--- config.mk ---
export PLATFORM = sky130hd
export DESIGN_NAME = sdram_port_arbiter
export DESIGN_NICKNAME = d
export VERILOG_FILES = /design/src/rtl/sdram_port_arbiter.sv
export SDC_FILE = /design/constraint.sdc
export NUM_CORES = 1
export LEC_CHECK = 0
export ABC_AREA = 1
export BUFFER_PORTS_ARGS = -buffer_cell sky130_fd_sc_hd__buf_2
export CORE_UTILIZATION = 43
export CTS_BUF_LIST = sky130_fd_sc_hd__clkbuf_8
export DETAILED_ROUTE_END_ITERATION = 12
export GPL_ROUTABILITY_DRIVEN = 0
export PLACE_DENSITY_LB_ADDON = 0.2
export RECOVER_POWER = 50
export SYNTH_ARGS = -nofsm -noshare
export SYNTH_HDL_FRONTEND = slang
export SYNTH_SLANG_ARGS = --single-unit
--- constraint.sdc ---
create_clock -name clk -period 3.5 [get_ports clk]
set_clock_uncertainty 0.05 [all_clocks]
set_input_delay 0.7 -clock clk [delete_from_list [all_inputs] [get_ports clk]]
set_output_delay 0.7 -clock clk [all_outputs]
set_load 0.005 [all_outputs]
--- src/rtl/sdram_port_arbiter.sv ---
// Shares one SDRAM controller command port between a CPU port and a VGA fetch port.
// Issued reads are tagged in an in-order FIFO so returning data reaches the right requester.
module sdram_port_arbiter #(
  parameter int ADDR_W       = 22,
  parameter int DATA_W       = 16,
  parameter int VGA_BURST    = 8,
  parameter int STARVE_LIMIT = 16,
  parameter int MAX_PENDING  = 4
) (
  input  logic              clk,
  input  logic              reset,
  input  logic [ADDR_W-1:0] cpu_address,
  input  logic [DATA_W-1:0] cpu_writedata,
  input  logic [1:0]        cpu_byteenable,
  input  logic              cpu_read,
  input  logic              cpu_write,
  output logic              cpu_waitrequest,
  output logic [DATA_W-1:0] cpu_readdata,
  output logic              cpu_readdatavalid,
  input  logic [ADDR_W-1:0] vga_address,
  input  logic              vga_read,
  output logic              vga_waitrequest,
  output logic [DATA_W-1:0] vga_readdata,
  output logic              vga_readdatavalid,
  output logic [ADDR_W-1:0] m_address,
  output logic [DATA_W-1:0] m_writedata,
  output logic [1:0]        m_byteenable,
  output logic              m_read,
  output logic              m_write,
  input  logic              m_waitrequest,
  input  logic [DATA_W-1:0] m_readdata,
  input  logic              m_readdatavalid,
  output logic              orphan_err
);

  localparam int PTR_W = (MAX_PENDING > 1) ? $clog2(MAX_PENDING) : 1;
  localparam int CNT_W = $clog2(MAX_PENDING + 1);
  localparam int SC_W  = $clog2(STARVE_LIMIT + 1);
  localparam int BC_W  = $clog2(VGA_BURST + 1);
  localparam logic [CNT_W-1:0] FIFO_FULL  = CNT_W'(MAX_PENDING);
  localparam logic [SC_W-1:0]  STARVE_MAX = SC_W'(STARVE_LIMIT);
  localparam logic [BC_W-1:0]  BURST_LAST = BC_W'(VGA_BURST - 1);

  typedef enum logic [1:0] {IDLE, CPU, VGA} state_t;

  state_t                 state;
  state_t                 state_nxt;
  logic [SC_W-1:0]        starve_cnt;
  logic [BC_W-1:0]        burst_cnt;
  logic [MAX_PENDING-1:0] tag_mem;
  logic [PTR_W-1:0]       wr_ptr;
  logic [PTR_W-1:0]       rd_ptr;
  logic [CNT_W-1:0]       tag_cnt;

  logic cpu_req;
  logic starved;
  logic tag_empty;
  logic tag_block;
  logic tag_push;
  logic tag_pop;
  logic head_tag;
  logic cmd_accept;

  assign cpu_req   = cpu_read | cpu_write;
  assign starved   = starve_cnt >= STARVE_MAX;
  assign tag_empty = tag_cnt == '0;
  // A full FIFO still takes a new tag when a return frees a slot in the same cycle.
  assign tag_block = (tag_cnt == FIFO_FULL) & ~m_readdatavalid;
  assign tag_pop   = m_readdatavalid & ~tag_empty;
  assign tag_push  = m_read & ~m_waitrequest;
  assign cmd_accept = (m_read | m_write) & ~m_waitrequest;
  assign head_tag  = tag_mem[rd_ptr];

  assign cpu_readdata      = m_readdata;
  assign vga_readdata      = m_readdata;
  assign cpu_readdatavalid = tag_pop & ~head_tag;
  assign vga_readdatavalid = tag_pop & head_tag;

  always_comb begin
    m_address       = cpu_address;
    m_writedata     = cpu_writedata;
    m_byteenable    = cpu_byteenable;
    m_read          = 1'b0;
    m_write         = 1'b0;
    cpu_waitrequest = 1'b1;
    vga_waitrequest = 1'b1;
    case (state)
      CPU: begin
        m_write         = cpu_write;
        m_read          = cpu_read & ~cpu_write & ~tag_block;
        cpu_waitrequest = m_waitrequest | (cpu_read & ~cpu_write & tag_block);
      end
      VGA: begin
        m_address       = vga_address;
        m_byteenable    = '1;
        m_read          = vga_read & ~tag_block;
        vga_waitrequest = m_waitrequest | (vga_read & tag_block);
      end
      default: ;
    endcase
  end

  always_comb begin
    state_nxt = state;
    case (state)
      IDLE: begin
        if (vga_read && !starved)  state_nxt = VGA;
        else if (cpu_req)          state_nxt = CPU;
        else if (vga_read)         state_nxt = VGA;
      end
      CPU: begin
        if (!cpu_req || cmd_accept) state_nxt = IDLE;
      end
      VGA: begin
        // Yield to a starved CPU only right after a read is taken, never mid-stall.
        if (!vga_read)
          state_nxt = IDLE;
        else if (cmd_accept && (burst_cnt == BURST_LAST || (cpu_req && starved)))
          state_nxt = IDLE;
      end
      default: state_nxt = IDLE;
    endcase
  end

  always_ff @(posedge clk) begin
    if (reset) begin
      state      <= IDLE;
      starve_cnt <= '0;
      burst_cnt  <= '0;
      tag_mem    <= '0;
      wr_ptr     <= '0;
      rd_ptr     <= '0;
      tag_cnt    <= '0;
      orphan_err <= 1'b0;
    end else begin
      state <= state_nxt;

      if (state == CPU && cmd_accept)
        starve_cnt <= '0;
      else if (cpu_req && state != CPU && !starved)
        starve_cnt <= starve_cnt + SC_W'(1);

      if (state != VGA)
        burst_cnt <= '0;
      else if (cmd_accept)
        burst_cnt <= burst_cnt + BC_W'(1);

      if (tag_push) begin
        tag_mem[wr_ptr] <= (state == VGA);
        wr_ptr          <= wr_ptr + PTR_W'(1);
      end
      if (tag_pop)
        rd_ptr <= rd_ptr + PTR_W'(1);

      if (tag_push && !tag_pop)
        tag_cnt <= tag_cnt + CNT_W'(1);
      else if (!tag_push && tag_pop)
        tag_cnt <= tag_cnt - CNT_W'(1);

      if (m_readdatavalid && tag_empty)
        orphan_err <= 1'b1;
    end
  end

endmodule

==> flow_summary.toml, run 1 <==
[clocking]
cts_root_buffer = "sky130_fd_sc_hd__clkbuf_8"
clk-insertion-delay-late_ns = 0.26
ctsResizeCount = 0
post_cts_buffers = 0
htreeDepth = 1
clock_tree_from_tritoncts = "yes"
cts.reportedPaths.clkPinSlew_ns = 0.08
clockBufferDepth = 2
cts_num_sinks = 23
tritoncts_buffer_count = 3
ctsHoldBuffers = 0

[critical_path]
crit_chain = "inv_1 -> ha_1 -> buf_4 -> inv_2 -> nand2_2 -> nand4_4 -> inv_2 -> ha_1 -> inv_1 -> fa_1 -> a21oi_1 -> o21ai_0 -> o21ai_0 -> a21oi_1"
rr_startpoint = "state[0]"
timing.critical_path.buf_inv = 5
r2r_end = "tag_cnt[2]"
critPathSlowestCell = "sky130_fd_sc_hd__fa_1"
timing_worst_setup_path_type = "reg2reg"
cp.arrival_ns = 2.83
worstRegToRegCells = 14
startpoint_type = "flip-flop"
r2r_slack_ns = 0.77
worst-endpoint-required_ns = 3.60
end_kind = "flip-flop"
max_stage_delay_ns = 0.37
path_max_fanout = 24
crit_family = "buffers and inverters"

[outcome]
outcome = "complete, no violations"

[floorplan]
boundaryPins = 164
rows = 23
start_util_pct = 46.3
die_x_microns = 68.6
floorplan.die_area_sq_mm = 0.00470
die_h_microns = 68.6
placeableCoreArea_sq_mm = 0.00412

[power_and_ir_drop]
sequentialPowerShare_pct = 30.7
p_comb_share_pct = 54.7
p_total_w = 0.00110
power.clock.fraction_pct = 14.6
switchingPower_w = 0.000468
power.static_leakage_nw = 1.11
p_sw_share_pct = 42.6
cell_internal_pwr_w = 0.000632
maximum_vdd_drop_v = 0.000297
power-per-cell-area_mw_per_mm2 = 534

[global_route]
vias_in_the_first_global_route = 1353
grt_start_max_net_pins = 25
grt_first_pass_wirelength_microns = 6070
grt_overflow = 0
grt_antenna_before_repair = 0
grt_usage_pct = 17.4

[route]
wirelength_microns = 4260
via_per_inst = 4.58
drt-wirelength-per-cell_microns = 11.2
post-route-drc-count = 0
drtPass1Iterations = 4
dr.first_iter.drc_count = 38
routed-via-count = 1735
antenna_left = 0

[synth]
ys_seq_elements = 23
synthesis.yosys.warnings = 0
synth_nets = 390
synthesis.instances = 294
synthesis.area_sq_mm = 0.00191
synthesized_area_divided_by_synthesized_cell_count_sq_um = 6.48
synth.yosys.seq_area_share_pct = 24.2
synth_cell_type_count = 25

[sta]
finalHoldViolCount = 0
fmaxAchievable_ghz = 0.366
final-setup-viol-count = 0
tns_ns = 0
final_period_minus_worst_setup_slack_ns = 2.73
grt_setup_unrepaired = "false"
final_critical_path_setup_slack_ns = 0.770
layout_worst_path_cycle_share_pct = 78.0
final-max-slew-violation-count = 0
max_slew_margin_pct = 73.6
slew_at_the_pin_closest_to_its_max_slew_limit_ns = 0.395

[min_path]
hp-start = "orphan_err"
hold_class = "reg2reg"
hold_path_end = "orphan_err"
whs_path_depth = 2

[finish]
num_antenna_cells = 0
drive_above_1_share_pct = 30.7
layout.nets = 426
final_cell_count_no_fill = 379
layout-area-overhead-vs-synth_pct = 8.08

[place]
port_buffers = 83
placement.setup.worst_slack_ns = 0.797
dp_hpwl_microns = 3460
placed_cells_incl_taps = 375

[job]
drv.max_cap_violation_count = 0
## how the worst max path moves through the flow
stage / start / to / slack (ns) / cells past startpoint
3_5_place_dp: state[0] / tag_cnt[2] / 0.80 / 14
6_report: state[0] / tag_cnt[2] / 0.77 / 14
4_1_cts: state[0] / tag_cnt[2] / 0.76 / 14
2_1_floorplan: vga_read / tag_cnt[2] / 1.14 / 11
3_3_place_gp: state[0] / tag_cnt[2] / 0.88 / 14
5_1_grt: state[0] / tag_cnt[2] / 0.51 / 14
## power groups by stage
stage | clock network (W) | logic [W] | registers, W
finish | 0.000161 | 0.000602 | 0.000338
global route | 0.000182 | 0.000699 | 0.000344
CTS | 0.000170 | 0.000611 | 0.000338
detailed placement | 0 | 0.000608 | 0.000343
global placement | 0 | 0.000597 | 0.000342
floorplan | 0 | 0.000441 | 0.000338
## worst register-to-register path: stages (launching register included)
cell	delay, ns
sky130_fd_sc_hd__dfxtp_1	0.33
sky130_fd_sc_hd__inv_1	0.08
sky130_fd_sc_hd__ha_1	0.18
sky130_fd_sc_hd__buf_4	0.21
sky130_fd_sc_hd__inv_2	0.20
sky130_fd_sc_hd__nand2_2	0.17
sky130_fd_sc_hd__nand4_4	0.17
sky130_fd_sc_hd__inv_2	0.17
sky130_fd_sc_hd__ha_1	0.16
sky130_fd_sc_hd__inv_1	0.06
sky130_fd_sc_hd__fa_1	0.37
sky130_fd_sc_hd__a21oi_1	0.14
sky130_fd_sc_hd__o21ai_0	0.10
sky130_fd_sc_hd__o21ai_0	0.16
sky130_fd_sc_hd__a21oi_1	0.06
## flip-flops by register name, summed over array words and instances, names as in the netlist
register,cells
state,2
tag_cnt,3
wr_ptr,2
starve_cnt,5
tag_mem,4
orphan_err,1
rd_ptr,2
burst_cnt,4
## layer usage
metal,vias to the layer above,global-route usage [%],routed length [microns]
li1,943,-,-
met1,736,21.7,1890
met2,44,27.0,2030
met3,12,5.92,268
met4,0,7.81,67
met5,-,0,0
## cells in the final DEF, fill, tap and decap left out, drive strengths merged
cell type and n:
a32oi 1, ha 10, or2 3, o211ai 2, o21ai 12, nor3 1
inv 31, xor2 3, a21boi 1, a21oi 20, nand2 101, dfxtp 23
nand3 12, clkbuf 3, nor2 16, fa 1, nand4 4, buf 85
## logic make-up after synthesis
kind of cell	count (synthesis)	synth area share, %
fa+ha+maj	11	7.62
flops	23	24.2
simple gates	137	30.3
compound gates	36	10.4
buf+inv	84	26.1
xor+xnor	3	1.38
## synth_stat cells
cell	n	area share [%]
sky130_fd_sc_hd__a21boi_2	1	0.59
sky130_fd_sc_hd__a21oi_1	20	5.3
sky130_fd_sc_hd__a32oi_1	1	0.46
sky130_fd_sc_hd__buf_2	1	0.26
sky130_fd_sc_hd__buf_4	48	19
sky130_fd_sc_hd__clkbuf_1	5	0.99
sky130_fd_sc_hd__dfxtp_1	23	24
sky130_fd_sc_hd__fa_1	1	1.1
sky130_fd_sc_hd__ha_1	10	6.6
sky130_fd_sc_hd__inv_1	26	5.1
sky130_fd_sc_hd__inv_2	4	0.79
sky130_fd_sc_hd__nand2_1	99	20
sky130_fd_sc_hd__nand2_2	1	0.33
sky130_fd_sc_hd__nand2_4	1	0.59
sky130_fd_sc_hd__nand3_1	12	3.2
sky130_fd_sc_hd__nand4_1	3	0.99
sky130_fd_sc_hd__nand4_4	1	1.1
sky130_fd_sc_hd__nor2_1	16	3.2
sky130_fd_sc_hd__nor3_2	1	0.53
sky130_fd_sc_hd__o211ai_1	2	0.79
sky130_fd_sc_hd__o21ai_0	10	2.6
sky130_fd_sc_hd__o21ai_1	1	0.26
sky130_fd_sc_hd__o21ai_2	1	0.46
sky130_fd_sc_hd__or2_2	3	0.99
sky130_fd_sc_hd__xor2_1	3	1.4
## cell type report
cell class                      count  area (sq um)
Clock inverter                      1          3.75
Inverter                           30           113
Multi-Input combinational cell    187           948
Sequential cell                    23           460
Tap cell                           50          62.6
Timing Repair Buffer               85           430
Clock buffer                        3          41.3
Fill cell                         445          2060
## stage by stage
step           util, %  instance area (sq um)  hold WS (ns)
5_1_grt           50.0                   2060         0.430
4_1_cts           50.0                   2060         0.407
6_report          50.0                   2060         0.405
3_3_place_gp      49.0                   2010         0.393
3_5_place_dp      49.0                   2010         0.395
2_1_floorplan        -                   1910         0.389
Note: power is estimated with default switching activity, not from simulation.
==> run 2: changes to the inputs <==
ABC_AREA = 0   (was 1)
CORE_UTILIZATION = 40   (was 43)
clock period = 2.7 ns   (was 3.5 ns; I/O delays follow)
==> flow_summary.toml, run 2 <==
[critical_path]
cp.arrival_ns = 2.75
path_max_fanout = 3
setup.worst_path.start = "state[0]"
r2r_end = "tag_cnt[2]"
end_kind = "flip-flop"
startpoint_type = "flip-flop"
rr_startpoint = "state[0]"
r2r_slack_ns = 0.10
critPathSlowestCell = "sky130_fd_sc_hd__or3b_4"
worst-endpoint-required_ns = 2.85
crit_chain = "inv_2 -> ha_4 -> or3b_4 -> a2111oi_4 -> ha_4 -> inv_2 -> fa_2 -> xor2_1 -> or3_1 -> a21oi_2"
critPathCapture = "tag_cnt[2]"
worstRegToRegCells = 10
max_stage_delay_ns = 0.39
timing_worst_setup_path_type = "reg2reg"

[finish]
num_antenna_cells = 0
reg_top3 = "starve_cnt x5, burst_cnt x4, tag_mem x4"
largest-register = "starve_cnt"
drive_above_1_share_pct = 49.4
final_cell_mix = "sky130_fd_sc_hd__buf_2, sky130_fd_sc_hd__mux2_2, sky130_fd_sc_hd__dfxtp_1, sky130_fd_sc_hd__nor2_1, sky130_fd_sc_hd__nand2_1"
layout-area-overhead-vs-synth_pct = 11.6
layout.nets = 356
finish.utilization_pct = 47.7
multiInputGateArea_sq_mm = 0.00107
fill_cells = 437
layout_commonest_cell = "sky130_fd_sc_hd__buf_2"
seq_area_sq_um = 462
largest_register_ff_count = 5

[floorplan]
start_util_pct = 42.7
placeableCoreArea_sq_mm = 0.00447
floorplan.die_area_sq_mm = 0.00506
rows = 24
die_h_microns = 71.1
boundaryPins = 164
die_x_microns = 71.1

[clocking]
clockBufferDepth = 2
clock_tree_from_tritoncts = "yes"
tritoncts_buffer_count = 3
htreeDepth = 1
cts_root_buffer = "sky130_fd_sc_hd__clkbuf_8"
cts.reportedPaths.clkPinSlew_ns = 0.08
post_cts_buffers = 0
cts_num_sinks = 23
clk-insertion-delay-late_ns = 0.26

[sta]
final-setup-viol-count = 0
tns_ns = 0
slew_at_the_pin_closest_to_its_max_slew_limit_ns = 0.669
layout_worst_path_cycle_share_pct = 96.2
max_slew_margin_pct = 55.0
fmaxAchievable_ghz = 0.385
grt_setup_unrepaired = "false"
final-max-slew-violation-count = 0
finalHoldViolCount = 0
final_period_minus_worst_setup_slack_ns = 2.60

[outcome]
failed_checks = "DRC"
outcome = "finished, violations left"

[route]
antenna_left = 0
dr.first_iter.drc_count = 68
wirelength_microns = 4080
post-route-drc-count = 8
drt-wirelength-per-cell_microns = 13.1
via_per_inst = 4.92
routed-via-count = 1530
drtPass1Iterations = 10

[synth]
ys_seq_elements = 23
synth_top_flop_cell = "sky130_fd_sc_hd__dfxtp_1"
synth_edf_count = 0
count_leader_synth = "sky130_fd_sc_hd__buf_4"
synth_commonest_cells = "sky130_fd_sc_hd__buf_4, sky130_fd_sc_hd__dfxtp_1, sky130_fd_sc_hd__mux2_2"
cells_taking_the_most_area_after_synthesis = "sky130_fd_sc_hd__dfxtp_1, sky130_fd_sc_hd__buf_4, sky130_fd_sc_hd__mux2_2"
synth.yosys.seq_area_share_pct = 24.1
synthesis.instances = 222
synthesized_area_divided_by_synthesized_cell_count_sq_um = 8.61
yosys.area.top_type = "sky130_fd_sc_hd__dfxtp_1"
synthesis.area_sq_mm = 0.00191
synth_cell_type_count = 40
synth_nets = 318
async_reset_ff_share_pct = 0
synth_top_area_share_pct = 24.1
synthesis.yosys.warnings = 0

[global_route]
grt_usage_pct = 15.6
grt_antenna_before_repair = 0
grt_first_pass_wirelength_microns = 6120
grt_start_max_net_pins = 33
vias_in_the_first_global_route = 1323
grt_overflow = 0

[power_and_ir_drop]
power.static_leakage_nw = 0.947
power-per-cell-area_mw_per_mm2 = 620
maximum_vdd_drop_v = 0.000262

[min_path]
hold_class = "reg2reg"

[place]
port_buffers = 83
dp_hpwl_microns = 3310

[job]
drv.max_cap_violation_count = 0
-- run 2: cell families (layout without fill, tap and decap cells) --
kind of cell | count (synthesis) | in the layout | synth area share (%)
AOI/OAI and AO/OA | 24 | 24 | 9.16
xor gates and xnor gates | 10 | 10 | 4.58
adders and majority gates | 11 | 11 | 7.59
buffers and inverters | 64 | 101 | 22.4
DFF | 23 | 23 | 24.1
muxes | 26 | 26 | 15.7
and+or+nand+nor | 64 | 64 | 16.4
-- run 2: metrics by stage --
stage	hold WS, ns	area [sq um]	std cells	setup slack [ns]	total power [W]
2_1_floorplan	0.383	1950	222	-0.0212	0.000965
3_3_place_gp	0.397	2070	307	0.00119	0.00111
3_5_place_dp	0.400	2070	307	-0.0176	0.00112
4_1_cts	0.416	2120	311	0.0679	0.00133
5_1_grt	0.439	2130	311	0.0000258	0.00143
6_report	0.411	2130	311	0.104	0.00132
-- run 2: repair_timing --
action	4_1_cts	5_1_grt
hold buffers	0	0
setup endpoints to repair	0	1
hold endpoints to repair	0	0
resized for setup	0	2
-- run 2: metal layers --
layer	global-route usage (%)	share of wire, %	up-vias
li1	-	-	774
met2	27.7	52	88
met3	3.85	7.2	6
met1	18.2	40	662
met5	0	0	-
met4	5.56	1.2	0
-- run 2: worst max-delay path: cells and delay by family, from the launching register on --
family                   cells  cell delay, ns
AND/OR/NAND/NOR              2            0.71
adder cells (fa/ha/maj)      3            0.70
AO/OA/AOI/OAI                2            0.50
flip-flops                   1            0.34
XOR/XNOR                     1            0.15
buffers and inverters        2            0.10
-- run 2: layout make-up --
cell class	count	area share (%)
inverter	9	1.58
sequential	23	21.6
tap	52	3.05
clock buffer	3	1.94
multi-input combinational	135	50.4
timing repair buffer	88	21.2
clock inverter	1	0.176
-- run 2: power breakdown --
group          leakage, nW  switching, W  internal [W]  total, W
logic                0.732      0.000326      0.000349  0.000675
registers            0.187     0.0000475      0.000390  0.000437
clock network       0.0269      0.000109      0.000101  0.000210
total                0.947      0.000482      0.000840   0.00132
-- run 2: worst min-delay path by stage --
| stage | start | to | slack (ns) | cells after the start |
|---|---|---|---|---|
| after floorplan | tag_mem[2] | tag_mem[2] | 0.38 | 2 |
| after global placement | orphan_err | orphan_err | 0.40 | 2 |
| after global routing | tag_mem[3] | tag_mem[3] | 0.44 | 2 |
| after CTS | tag_mem[1] | tag_mem[1] | 0.42 | 2 |
| final | tag_mem[1] | tag_mem[1] | 0.41 | 2 |
| after detailed placement | orphan_err | orphan_err | 0.40 | 2 |
==> run 3: changes to the inputs <==
CTS_BUF_LIST = sky130_fd_sc_hd__clkbuf_2   (was sky130_fd_sc_hd__clkbuf_8)
==> flow_summary.toml, run 3 (synthesized netlist as in run 2, its figures left out) <==
[critical_path]
timing.critical_path.buf_inv = 2
max_stage_delay_ns = 0.39
timing_worst_setup_path_type = "reg2reg"
path_depth = 10
end_kind = "flip-flop"
critPathSlowestCell = "sky130_fd_sc_hd__or3b_4"
crit_chain = "inv_2 -> ha_4 -> or3b_4 -> a2111oi_4 -> ha_4 -> inv_2 -> fa_2 -> xor2_1 -> or3_1 -> a21oi_2"
r2r_slack_ns = 0.08
crit_family = "simple AND/OR/NAND/NOR gates"
cp.arrival_ns = 2.86
startpoint_type = "flip-flop"
setup.worst_path.start = "state[0]"
path_max_fanout = 3
worstRegToRegCells = 10
r2r_end = "tag_cnt[2]"
worst-endpoint-required_ns = 2.94
rr_startpoint = "state[0]"
critPathCapture = "tag_cnt[2]"

[global_route]
grt_start_max_net_pins = 33
vias_in_the_first_global_route = 1324
grt_overflow = 0
grt_first_pass_wirelength_microns = 6150
grt_usage_pct = 15.8
grt_antenna_before_repair = 0

[sta]
tns_ns = 0
layout_worst_path_cycle_share_pct = 97.2
fin_worst_hold_slack_ns = 0.402
max_slew_margin_pct = 54.6
grt_setup_unrepaired = "true"
slew_at_the_pin_closest_to_its_max_slew_limit_ns = 0.676
finalHoldViolCount = 0
final_period_minus_worst_setup_slack_ns = 2.62
final-max-slew-violation-count = 0
final-setup-viol-count = 0
fmaxAchievable_ghz = 0.381

[finish]
fill_cells = 441
layout-area-overhead-vs-synth_pct = 10.3
reg_top3 = "starve_cnt x5, burst_cnt x4, tag_mem x4"
layout_commonest_cell = "sky130_fd_sc_hd__buf_2"
drive_above_1_share_pct = 49.8
num_antenna_cells = 0
multiInputGateArea_sq_mm = 0.00107
largest_register_ff_count = 5
finish.utilization_pct = 47.1
final_cell_mix = "sky130_fd_sc_hd__buf_2, sky130_fd_sc_hd__mux2_2, sky130_fd_sc_hd__dfxtp_1, sky130_fd_sc_hd__nor2_1, sky130_fd_sc_hd__nand2_1"
largest-register = "starve_cnt"
layout.nets = 356
seq_area_sq_um = 462

[min_path]
hold_class = "in2reg"
hp-start = "m_readdatavalid"

[clocking]
cts.reportedPaths.clkPinSlew_ns = 0.22
post_cts_buffers = 0
cts_root_buffer = "sky130_fd_sc_hd__clkbuf_2"
htreeDepth = 1
clk-insertion-delay-late_ns = 0.33
ctsHoldBuffers = 0
cts_num_sinks = 23
clockBufferDepth = 2
clock_tree_from_tritoncts = "yes"
tritoncts_buffer_count = 3
ctsResizeCount = 0

[floorplan]
die_x_microns = 71.1
rows = 24
die_h_microns = 71.1
boundaryPins = 164
floorplan.die_area_sq_mm = 0.00506
placeableCoreArea_sq_mm = 0.00447
start_util_pct = 42.7

[route]
drt-wirelength-per-cell_microns = 13.2
via_per_inst = 4.92
routed-via-count = 1531
post-route-drc-count = 8
antenna_left = 0
dr.first_iter.drc_count = 71
drtPass1Iterations = 11
wirelength_microns = 4110

[place]
dp_hpwl_microns = 3310
port_buffers = 83

[power_and_ir_drop]
power-per-cell-area_mw_per_mm2 = 596
maximum_vdd_drop_v = 0.000197
power.static_leakage_nw = 0.936
p_total_w = 0.00126

[job]
drv.max_cap_violation_count = 0

[outcome]
outcome = "finished, violations left"
failed_checks = "DRC"
## run 3: cell types whose count changed in the layout (fill, tap and decap cells not counted), sizes merged
cell	before	now
clkbuf	3	4
inv	10	9
## run 3: metrics by stage
stage / setup WS (ns) / cells / instance area [sq um]
finish: 0.0759 / 311 / 2110
global route: -0.0157 / 311 / 2110
CTS: 0.0371 / 311 / 2090
detailed placement: -0.0176 / 307 / 2070
global placement: 0.00119 / 307 / 2070
floorplan: -0.0212 / 222 / 1950
## run 3: layout make-up
class | instances | area share, %
Inverter | 9 | 1.60
Tap cell | 52 | 3.09
Clock buffer | 4 | 0.950
Sequential cell | 23 | 21.9
Multi-Input combinational cell | 135 | 51.0
Timing Repair Buffer | 88 | 21.5
## run 3: worst min path at each step
| stage | endpoint | depth (start not counted) |
|---|---|---|
| finish | orphan_err | 3 |
| global route | orphan_err | 3 |
| CTS | orphan_err | 3 |
| detailed placement | orphan_err | 2 |
| global placement | orphan_err | 2 |
| floorplan | tag_mem[2] | 2 |
## run 3: tightest hold or removal path, stage by stage
cell and delay [ns]:
sky130_fd_sc_hd__buf_2 0.10, sky130_fd_sc_hd__a21oi_1 0.06, sky130_fd_sc_hd__nor2_1 0.07
## run 3: per-layer routing
metal | vias up | wire length [microns] | track usage [%]
met1 | 662 | 1620 | 18.2
li1 | 775 | - | -
met3 | 6 | 302 | 3.85
met2 | 88 | 2130 | 27.7
met4 | 0 | 61 | 6.89
met5 | - | 0 | 0
## run 3: where the power goes
group	internal, W	total, W	switching [W]	leakage [nW]
logic	0.000349	0.000675	0.000326	0.732
registers	0.000390	0.000438	0.0000476	0.187
clock network	0.0000392	0.000143	0.000104	0.0166
total	0.000779	0.00126	0.000477	0.936
